## src/rtl/audio_pkg.sv

```systemverilog
// Shared types and defaults for the audio sample fetch path.
// AUDIO_FETCH_LOOP_EN is consumed by audio_sample_fetcher, not here.
package audio_pkg;

  localparam int DEFAULT_BIT_DEPTH = 16;
  localparam int DEFAULT_TRACK_LEN = 220500;
  localparam int TRACK_W           = 3;

  typedef enum logic [1:0] {
    IDLE,
    FILL,
    PLAY,
    DRAIN
  } fetch_state_t;

endpackage

```

## src/rtl/audio_sample_fetcher_sample_fifo.sv

```systemverilog
// First-word-fall-through FIFO holding fetched PCM samples; head reads 0 when empty.
module sample_fifo
  import audio_pkg::*;
#(
  parameter int WIDTH = DEFAULT_BIT_DEPTH,
  parameter int DEPTH = 4
) (
  input  logic                     MCLK,
  input  logic                     rst_n,
  input  logic                     flush,
  input  logic                     push,
  input  logic [WIDTH-1:0]         push_data,
  input  logic                     pop,
  output logic [WIDTH-1:0]         head,
  output logic [$clog2(DEPTH):0]   count
);

  localparam int PW = $clog2(DEPTH);
  localparam logic [PW:0] FULL = (PW + 1)'(DEPTH);

  logic [WIDTH-1:0] mem [DEPTH];
  logic [PW-1:0]    rd_ptr;
  logic [PW-1:0]    wr_ptr;
  logic             do_pop;
  logic             do_push;

  // A push into a full FIFO is legal only when the head leaves in the same edge.
  assign do_pop  = pop & (count != '0);
  assign do_push = push & ((count != FULL) | do_pop);
  assign head    = (count == '0) ? '0 : mem[rd_ptr];

  always_ff @(posedge MCLK) begin
    if (do_push && !flush) begin
      mem[wr_ptr] <= push_data;
    end
  end

  always_ff @(posedge MCLK) begin
    if (!rst_n || flush) begin
      rd_ptr <= '0;
      wr_ptr <= '0;
      count  <= '0;
    end else begin
      if (do_push) begin
        wr_ptr <= wr_ptr + PW'(1);
      end
      if (do_pop) begin
        rd_ptr <= rd_ptr + PW'(1);
      end
      count <= count + (PW + 1)'(do_push) - (PW + 1)'(do_pop);
    end
  end

endmodule

```

## src/rtl/audio_sample_fetcher.sv

```systemverilog
// Streams one track from sample memory into a FWFT FIFO for the I2S serializer.
// Define AUDIO_FETCH_LOOP_EN to wrap the track endlessly instead of single-shot playback.
module audio_sample_fetcher
  import audio_pkg::*;
#(
  parameter int BIT_DEPTH  = DEFAULT_BIT_DEPTH,
  parameter int ADDR_W     = 18,
  parameter int TRACK_LEN  = DEFAULT_TRACK_LEN,
  parameter int FIFO_DEPTH = 4
) (
  input  logic                      MCLK,
  input  logic                      rst_n,
  input  logic                      enable,
  input  logic [TRACK_W-1:0]        track_sel,
  output logic                      mem_rd,
  output logic [TRACK_W+ADDR_W-1:0] mem_addr,
  input  logic [BIT_DEPTH-1:0]      mem_rdata,
  input  logic                      smp_req,
  output logic [BIT_DEPTH-1:0]      smp_data,
  output logic                      smp_valid,
  output logic                      busy,
  output logic                      done,
  output logic                      underrun
);

  localparam int CW = $clog2(FIFO_DEPTH) + 1;
  localparam int OW = ADDR_W + 1;
  localparam logic [CW:0] DEPTH_X = (CW + 1)'(FIFO_DEPTH);
`ifdef AUDIO_FETCH_LOOP_EN
  localparam logic [OW-1:0] LAST_OFS = OW'(TRACK_LEN - 1);
`else
  localparam logic [OW-1:0] END_OFS = OW'(TRACK_LEN);
`endif

  fetch_state_t       state;
  logic               prev_enable;
  logic               inflight;
  logic [TRACK_W-1:0] track;
  logic [OW-1:0]      ofs;
  logic [CW-1:0]      count;

  logic               rise;
  logic               active;
  logic               flush;
  logic               push;
  logic               pop_ok;
  logic               at_end;
  logic               issue;
  logic [TRACK_W-1:0] track_cur;
  logic [OW-1:0]      ofs_cur;
  logic [OW-1:0]      ofs_after;
  logic [CW:0]        count_next;

  assign smp_valid = (count != '0);

  // Fetch decision looks at the FIFO occupancy after this edge so mem_rd can be registered.
  always_comb begin
    rise       = enable & ~prev_enable;
    active     = enable & ((state == FILL) | (state == PLAY) | ((state == IDLE) & rise));
    flush      = (state == IDLE) ? rise : ~enable;
    push       = inflight;
    pop_ok     = smp_req & smp_valid;
    track_cur  = rise ? track_sel : track;
    ofs_cur    = rise ? '0 : ofs;
    count_next = flush ? '0 : ({1'b0, count} + (CW + 1)'(push) - (CW + 1)'(pop_ok));
`ifdef AUDIO_FETCH_LOOP_EN
    at_end     = 1'b0;
    ofs_after  = (ofs_cur == LAST_OFS) ? '0 : ofs_cur + OW'(1);
`else
    at_end     = (ofs_cur == END_OFS);
    ofs_after  = ofs_cur + OW'(1);
`endif
    issue      = active & ~at_end & ((count_next + (CW + 1)'(mem_rd)) < DEPTH_X);
  end

  always_ff @(posedge MCLK) begin
    if (!rst_n) begin
      state       <= IDLE;
      prev_enable <= 1'b0;
      inflight    <= 1'b0;
      track       <= '0;
      ofs         <= '0;
      mem_rd      <= 1'b0;
      mem_addr    <= '0;
      busy        <= 1'b0;
      done        <= 1'b0;
      underrun    <= 1'b0;
    end else begin
      prev_enable <= enable;
      done        <= 1'b0;
      mem_rd      <= issue;
      // Dropping enable discards the return of a read still in flight.
      inflight    <= enable & mem_rd;

      if (rise) begin
        track <= track_sel;
      end
      if (issue) begin
        mem_addr <= {track_cur, ofs_cur[ADDR_W-1:0]};
        ofs      <= ofs_after;
      end

      if (rise) begin
        underrun <= 1'b0;
      end
      if (smp_req && !smp_valid) begin
        underrun <= 1'b1;
      end

      case (state)
        IDLE: begin
          if (rise) begin
            state <= FILL;
            busy  <= 1'b1;
          end
        end
        FILL, PLAY: begin
          if (!enable) begin
            state <= IDLE;
            busy  <= 1'b0;
          end else if (at_end) begin
            state <= DRAIN;
          end else if ((state == FILL) && (count_next == DEPTH_X)) begin
            state <= PLAY;
          end
        end
        DRAIN: begin
          if (!enable) begin
            state <= IDLE;
            busy  <= 1'b0;
          end else if ((count == '0) && !inflight) begin
            state <= IDLE;
            busy  <= 1'b0;
            done  <= 1'b1;
          end
        end
        default: begin
          state <= IDLE;
          busy  <= 1'b0;
        end
      endcase
    end
  end

  sample_fifo #(
    .WIDTH (BIT_DEPTH),
    .DEPTH (FIFO_DEPTH)
  ) u_fifo (
    .MCLK      (MCLK),
    .rst_n     (rst_n),
    .flush     (flush),
    .push      (push),
    .push_data (mem_rdata),
    .pop       (pop_ok),
    .head      (smp_data),
    .count     (count)
  );

endmodule

```

## config.mk

```make
export PLATFORM = sky130hd
export DESIGN_NAME = audio_sample_fetcher
export DESIGN_NICKNAME = d
export VERILOG_FILES = /design/src/rtl/audio_pkg.sv /design/src/rtl/audio_sample_fetcher_sample_fifo.sv /design/src/rtl/audio_sample_fetcher.sv
export SDC_FILE = /design/constraint.sdc
export NUM_CORES = 1
export LEC_CHECK = 0
export ABC_AREA = 1
export CORE_MARGIN = 5
export CORE_UTILIZATION = 51
export CTS_CLUSTER_DIAMETER = 60
export CTS_CLUSTER_SIZE = 20
export DETAILED_ROUTE_END_ITERATION = 10
export PLACE_DENSITY = 0.73
export SETUP_SLACK_MARGIN = 0.5
export SYNTH_ARGS = -nofsm -noshare
export SYNTH_HDL_FRONTEND = slang
export SYNTH_SLANG_ARGS = --single-unit
```

## constraint.sdc

```tcl
create_clock -name MCLK -period 3.3 [get_ports MCLK]
set_clock_uncertainty 0.15 [all_clocks]
set_input_delay 0.495 -clock MCLK [delete_from_list [all_inputs] [get_ports MCLK]]
set_output_delay 0.495 -clock MCLK [all_outputs]
set_load 0.02 [all_outputs]
```

# Word level (Yosys, flattened, before mapping)
# Memory sizes are Yosys's and may differ from the RTL's. A register that Yosys moved wholly into a read port is not among the register bits.
# Index checks and enable logic that the tools add are counted.
# word_totals
regBits	58
ramBits	64
input_bits	23
output_inout_bits	42
word_cells	89
n_memories	1
# mem_list
name	words	width	read_ports	rd_ports_with_merged_regs	write_ports	line_no	text
u_fifo.mem	4	16	1	1	1	audio_sample_fetcher_sample_fifo.sv:21	logic [WIDTH-1:0] mem [DEPTH];
# op_classes
add_sub_neg	8
n_lt_le_gt_ge	1
eq_ne	10
mux	24
bitwise	15
n_reduce_logical	17
# ops
operator	count
$add 19x1->19 const B	1
$eq 19x18->1 const B	1
$mux 19	1
$mux 16	1
$mux 2	8
$mux 1	10
$and 1x1->1	9
$reduce_and 3->1	3
$ne 3x3->1 const B	2
$pmux 2 s3	1
$add 2x1->2 const B	2
$add 3x1->4	1
$add 4x1->4	1
$eq 2x2->1 const B	2
$eq 4x3->1 const B	1
$logic_and 1x1->1	4
$logic_not 1->1	4
$lt 4x3->1 const B	1
$mux 4	1
$ne 2x2->1 const B	2
$ne 4x4->1 const B	1
$sub 4x1->4	1
$add 3x1->3	1
$logic_not 3->1	1
other kinds (11)	15

# Longest topological paths before layout
# Gate-level depths: netlist (run 1).
# logic_depth
word_depth	10
ltp_mapped	23
depth_no_buf	21

# Cells and area by module
# A second synthesis (run 1) with hierarchy kept.
# unflattened
cells_unflattened	693
area_unflattened_um2	5903.2
# by_module_without_submodules
mod	n_inst	cells_each	area_per_inst_um2	seq_area_each_um2
sample_fifo	1	262	3016.6	2102.0
audio_sample_fetcher	1	431	2886.5	1021.0

# Worst setup path before layout (run 1)
# No wires, ideal clock.
# synth_timing
kind	register to register
from	register u_fifo.count[1]
to	register mem_addr[18]
arrival_ps	3132
required_ps	3037
setup_slack_ps	-95
path_stages_with_launch	22
path_buffers	3
period_less_slack_ps	3395
path_cell_list	dfxtp_1 inv_1 nand2_1 nor2_1 clkbuf_1 clkbuf_1 nor2_1 ha_1 inv_1 ha_1 inv_1 fa_1 inv_1 nand3_1 nor2_1 a21boi_2 nand2_2 nor2_8 buf_6 nand2_1 nand2_1 nor2_1
# synth_between
elab_chain_len	7
elab_cells_between_ends	8
# synth_lines
item	line_no	text
start, declared	audio_sample_fetcher_sample_fifo.sv:15	output logic [$clog2(DEPTH):0] count
start signal, assigned	audio_sample_fetcher_sample_fifo.sv:50	count <= count + (PW + 1)'(do_push) - (PW + 1)'(do_pop);
branches (longest 2 deep; another with $add 3x1->4)	n/a	
$sub 4x1->4 (*)	audio_sample_fetcher.sv:65	count_next = flush ? '0 : ({1'b0, count} + (CW + 1)'(push) - (CW + 1)'(pop_ok));
$mux 4 (*)	audio_sample_fetcher.sv:65	
$add 4x1->4 (*)	audio_sample_fetcher.sv:73	issue = active & ~at_end & ((count_next + (CW + 1)'(mem_rd)) < DEPTH_X);
$lt 4x3->1 (*)	audio_sample_fetcher.sv:73	
$and 1x1->1 (*)	audio_sample_fetcher.sv:73	
end signal, assigned	audio_sample_fetcher.sv:99	mem_addr <= {track_cur, ofs_cur[ADDR_W-1:0]};
end, declared	audio_sample_fetcher.sv:16	output logic [TRACK_W+ADDR_W-1:0] mem_addr,
# Every way passes the cells marked *.
# A chain may end at the register's enable or synchronous reset.

# Final worst setup path (run 1)
# layout_timing
from	register u_fifo.count[1]
to	register ofs[11]
# layout_between
elab_chain_len	7
elab_cells_between_ends	8
# layout_lines
item	line_no	text
branches (longest 2 deep; another with $add 3x1->4)	n/a	
$sub 4x1->4 (*)	audio_sample_fetcher.sv:65	
$mux 4 (*)	audio_sample_fetcher.sv:65	
$add 4x1->4 (*)	audio_sample_fetcher.sv:73	
$lt 4x3->1 (*)	audio_sample_fetcher.sv:73	
$and 1x1->1 (*)	audio_sample_fetcher.sv:73	
end signal, assigned	audio_sample_fetcher.sv:100	ofs <= ofs_after;
end, declared	audio_sample_fetcher.sv:39	logic [OW-1:0] ofs;
# Marked as above.

==> flow_metrics.py, run 1 <==
metrics = {
    "place": {
        "globalplace.congestion": 0.9145,
        "detailed_place_hpwl_um": 8667,
        "dp_cells": 892,
        "io_buffer_count": 64,
        "placed_cell_area_mm2": 0.006684,
    },
    "cts": {
        "worstSkewPairLatency_ns": 0.41,
        "clk_pin_slew_worst_paths_ns": 0.06,
        "tritoncts": "yes",
        "max-clock-path-buffers": 2,
        "numCtsBuffers": 17,
        "cts.root.buffer_cell": "sky130_fd_sc_hd__clkbuf_16",
        "cts_num_sinks": 124,
        "cts_htree_levels": 4,
        "number_of_buffers_inserted_for_hold_repair_after_clock_tree_synthesis": 0,
    },
    "global_route": {
        "grt_pass1_vias": 4644,
        "grt_start_max_net_pins": 37,
        "grt_usage": 0.2045,
        "first_pass_grt_wire_length_um": 21650,
        "overflow": 0,
        "grt_antenna_before_repair": 0,
    },
    "sta": {
        "report.final.hold_viol_count": 0,
        "maxSlewHeadroom": 0.5882,
        "finalSetupViolCount": 0,
        "final_max_slew_viol_count": 0,
        "max_clock_freq_mhz": 333.9,
        "timing.final.crit_period_ns": 2.995,
        "part_of_the_cycle_the_worst_path_needs": 0.9075,
        "tightest_slew_ns": 0.6170,
        "fin_tns_setup_ns": 0,
        "grt_setup_unrepaired": "true",
    },
    "flow_run": {
        "cap_viol_max_count": 0,
    },
    "floorplan": {
        "core_area_mm2": 0.01132,
        "io-pin-count": 65,
        "dieArea_mm2": 0.01365,
        "placement_rows": 39,
        "chipWidth_um": 116.8,
        "chipHeight_um": 116.8,
        "initial_core_util": 0.5140,
    },
    "worst_setup_path": {
        "cp_max_fo": 8,
        "worstRegToRegCells": 20,
        "path_class": "reg -> reg",
        "worst_path_max_delay_cell": "sky130_fd_sc_hd__fa_2",
        "worstPathRequired_ns": 3.48,
        "setup.reg_to_reg.worst_slack_ns": 0.31,
        "worst_setup_path_end_kind": "register",
        "worst_ep_arrival_time_ns": 3.18,
        "crit_path_start_kind": "register",
        "startpoint_of_the_worst_slack_reg_to_reg_timing_path": "u_fifo.count[1]$_SDFF_PP0_",
        "rr_endpoint": "ofs[11]$_SDFFE_PN0P_",
        "path_cells": "inv_4 > nand2_4 > nor2_4 > nor2_2 > ha_1 > inv_1 > ha_2 > inv_2 > fa_2 > inv_2 > nand3_4 > nand4_1 > nand2_4 > nor2_8 > buf_12 > buf_6 > buf_12 > nand2_1 > nand2_1 > nor2_1",
        "max_incr_delay_on_cp_ns": 0.52,
    },
    "route": {
        "wire_per_inst_um": 14.95,
        "totalWireLength_um": 14280,
        "dr.first_iter.drc_count": 394,
        "via_count": 4948,
        "remaining_drcs": 0,
        "drtAntennaViolNets": 0,
        "via_per_inst": 5.181,
        "first_pass_iters": 5,
    },
    "logic_synthesis": {
        "yosys.cell_types.count": 35,
        "yosysSeqAreaShare": 0.5367,
        "synth_top_area_share": 0.3303,
        "synth_seq_cells": 124,
        "netlist_area_mm2": 0.005819,
        "syn_inst": 692,
        "post_synth.cell_area_avg_um2": 8.409,
        "synth_nets": 735,
        "yosysWarnings": 0,
        "yosys.area.top_type": "sky130_fd_sc_hd__edfxtp_1",
        "cell_types_with_the_largest_area_share_after_synthesis": "sky130_fd_sc_hd__edfxtp_1 33%, sky130_fd_sc_hd__dfxtp_1 21%, sky130_fd_sc_hd__nor2_1 12%",
    },
    "final_layout": {
        "antenna_cells_inserted": 0,
        "layout.area.seq_mm2": 0.003131,
        "layout-drive-gt1-share": 0.1786,
        "area_growth_pct": 34.68,
        "fillers": 846,
        "fin_area_mm2": 0.007838,
        "layout.nets": 842,
        "finalNonFillerCells": 955,
        "multi_input_logic_area_mm2": 0.002436,
    },
    "power_and_ir_drop": {
        "vdd_ir_drop_max_uv": 570.1,
        "power-per-cell-area_mw_per_mm2": 969.5,
        "leakagePower_uw": 0.003411,
    },
    "worst_hold_path": {
        "min_delay_path_depth": 2,
        "hp-class": "reg -> reg",
        "hold_path.startpoint": "mem_addr[8]$_SDFFE_PN0P_",
        "worstHoldEndpoint": "mem_addr[8]$_SDFFE_PN0P_",
    },
    "outcome": {
        "run_status": "completed",
    },
}
==> synthesized netlist by cell type (all sizes together) <==
| cell type | count |
|---|---|
| nor2 | 184 |
| nand2 | 127 |
| inv | 72 |
| edfxtp | 64 |
| dfxtp | 60 |
| o21ai | 51 |
| a21oi | 29 |
| nand3 | 25 |
| ha | 18 |
| clkbuf | 15 |
| buf | 12 |
| nand4 | 6 |
| xor2 | 6 |
| o21bai | 4 |
| xnor2 | 4 |
| mux2i | 3 |
| nor3 | 3 |
| fa | 2 |
| a21boi | 1 |
| a31oi | 1 |
| and2 | 1 |
| nand3b | 1 |
| nor3b | 1 |
| o22ai | 1 |
| o31ai | 1 |
==> repair_timing <==
action                                  in CTS  in global routing
buffers inserted                            13                 11
gates resized for setup                     32                 50
gates cloned                                 5                  2
endpoints found under the setup margin      57                 54
hold endpoints to repair                     0                  0
pin swaps                                   12                 19
==> how the worst max path moves through the flow <==
stage | slack, ns | start | endpoint
after floorplan | 0.27 | u_fifo.count[1]$_SDFF_PP0_ | mem_addr[18]$_SDFFE_PN0P_
after global placement | 0.01 | smp_req | mem_addr[10]$_SDFFE_PN0P_
after detailed placement | -0.05 | smp_req | ofs[9]$_SDFFE_PN0P_
after CTS | 0.40 | u_fifo.count[1]$_SDFF_PP0_ | ofs[10]$_SDFFE_PN0P_
after global routing | 0.17 | u_fifo.count[0]$_SDFF_PP0_ | mem_addr[16]$_SDFFE_PN0P_
final | 0.31 | u_fifo.count[1]$_SDFF_PP0_ | ofs[11]$_SDFFE_PN0P_
==> report_power, final <==
part | total (uW) | switching, uW | leakage (uW) | internal, uW
clock | 1840 | 763 | 0.000287 | 1080
sequential | 1970 | 156 | 0.00107 | 1820
combinational | 3780 | 2030 | 0.00205 | 1760
==> worst max-delay path, delay by kind of cell, from the launching register on <==
family / cells / cell delay [ns]
buffers and inverters: 7 / 0.59
and+or+nand+nor: 10 / 0.87
DFF: 1 / 0.36
adders and majority gates: 3 / 0.96
==> layout make-up <==
cell class | count | share of cell area
clock inverters | 15 | 0.02203
inverters | 72 | 0.03528
repair buffers | 114 | 0.1544
flip-flops and latches | 124 | 0.3994
repair inverters | 1 | 0.0009579
well taps | 143 | 0.02283
clock buffers | 17 | 0.05428
multi-input cells | 469 | 0.3108
==> cells by family after synthesis <==
kind of cell               Yosys count  synth area share
muxes                                3          0.005160
DFF                                124            0.5367
and+or+nand+nor                    348            0.2445
xor gates and xnor gates            10           0.01505
buffers and inverters               99           0.07375
AOI/OAI and AO/OA                   88           0.07934
adders and majority gates           20           0.04558
==> sequential cells by signal (all words and copies together), names as in the netlist, named ones only <==
| name | flops |
|---|---|
| track | 3 |
| ofs | 19 |
| inflight | 1 |
| u_fifo.rd_ptr | 2 |
| underrun | 1 |
| mem_addr | 21 |
| prev_enable | 1 |
| done | 1 |
| u_fifo.wr_ptr | 2 |
| u_fifo.count | 3 |
| u_fifo.mem | 64 |
| mem_rd | 1 |
| busy | 1 |
| state | 2 |
==> cells in the final DEF, fill, tap and decap left out, types with 4 or more instances in the layout <==
cell | netlist | layout
sky130_fd_sc_hd__a21oi_1 | 29 | 26
sky130_fd_sc_hd__buf_12 | 0 | 5
sky130_fd_sc_hd__buf_4 | 3 | 34
sky130_fd_sc_hd__buf_6 | 6 | 4
sky130_fd_sc_hd__clkbuf_16 | 0 | 18
sky130_fd_sc_hd__clkdlybuf4s50_1 | 0 | 50
sky130_fd_sc_hd__clkinvlp_4 | 0 | 4
sky130_fd_sc_hd__dfxtp_1 | 60 | 58
sky130_fd_sc_hd__dlygate4sd2_1 | 0 | 5
sky130_fd_sc_hd__dlymetal6s2s_1 | 0 | 9
sky130_fd_sc_hd__edfxtp_1 | 64 | 64
sky130_fd_sc_hd__ha_1 | 18 | 17
sky130_fd_sc_hd__inv_1 | 72 | 66
sky130_fd_sc_hd__inv_2 | 0 | 4
sky130_fd_sc_hd__inv_6 | 0 | 6
sky130_fd_sc_hd__nand2_1 | 119 | 111
sky130_fd_sc_hd__nand2_2 | 7 | 12
sky130_fd_sc_hd__nand2_4 | 1 | 4
sky130_fd_sc_hd__nand3_1 | 24 | 22
sky130_fd_sc_hd__nand4_1 | 6 | 6
sky130_fd_sc_hd__nor2_1 | 181 | 163
sky130_fd_sc_hd__nor2_2 | 2 | 16
sky130_fd_sc_hd__nor2_4 | 0 | 4
sky130_fd_sc_hd__o21ai_0 | 43 | 39
sky130_fd_sc_hd__o21ai_1 | 8 | 7
sky130_fd_sc_hd__o21ai_2 | 0 | 5
sky130_fd_sc_hd__xnor2_1 | 4 | 4
sky130_fd_sc_hd__xor2_1 | 6 | 6
==> per-layer routing <==
metal	vias to the layer above	wire [um]	global-route usage
li1	2437	-	-
met1	2307	5902	0.2397
met2	173	7294	0.3663
met3	31	752	0.03753
met4	0	333	0.08792
met5	-	0	0
==> metrics by stage <==
stage          setup WS, ns  total power (uW)    util  hold WS [ns]
2_1_floorplan        0.2746              3842       -        0.2856
3_3_place_gp        0.01234              4585  0.5904        0.2968
3_5_place_dp       -0.05416              4662  0.5904        0.3083
4_1_cts              0.4026              7118  0.6672        0.3177
5_1_grt              0.1744              8025  0.6923        0.3512
6_report             0.3053              7598  0.6923        0.3161
Note: power is estimated with default switching activity, not from simulation.
==> run 2, diff against run 1 <==
Settings changed: ABC_CLOCK_PERIOD_IN_PS from default to 3300, CTS_CLUSTER_DIAMETER 60 to 200.
==> results of run 2 <==
The final DEF is identical to that of run 1; final timing and power are the same.
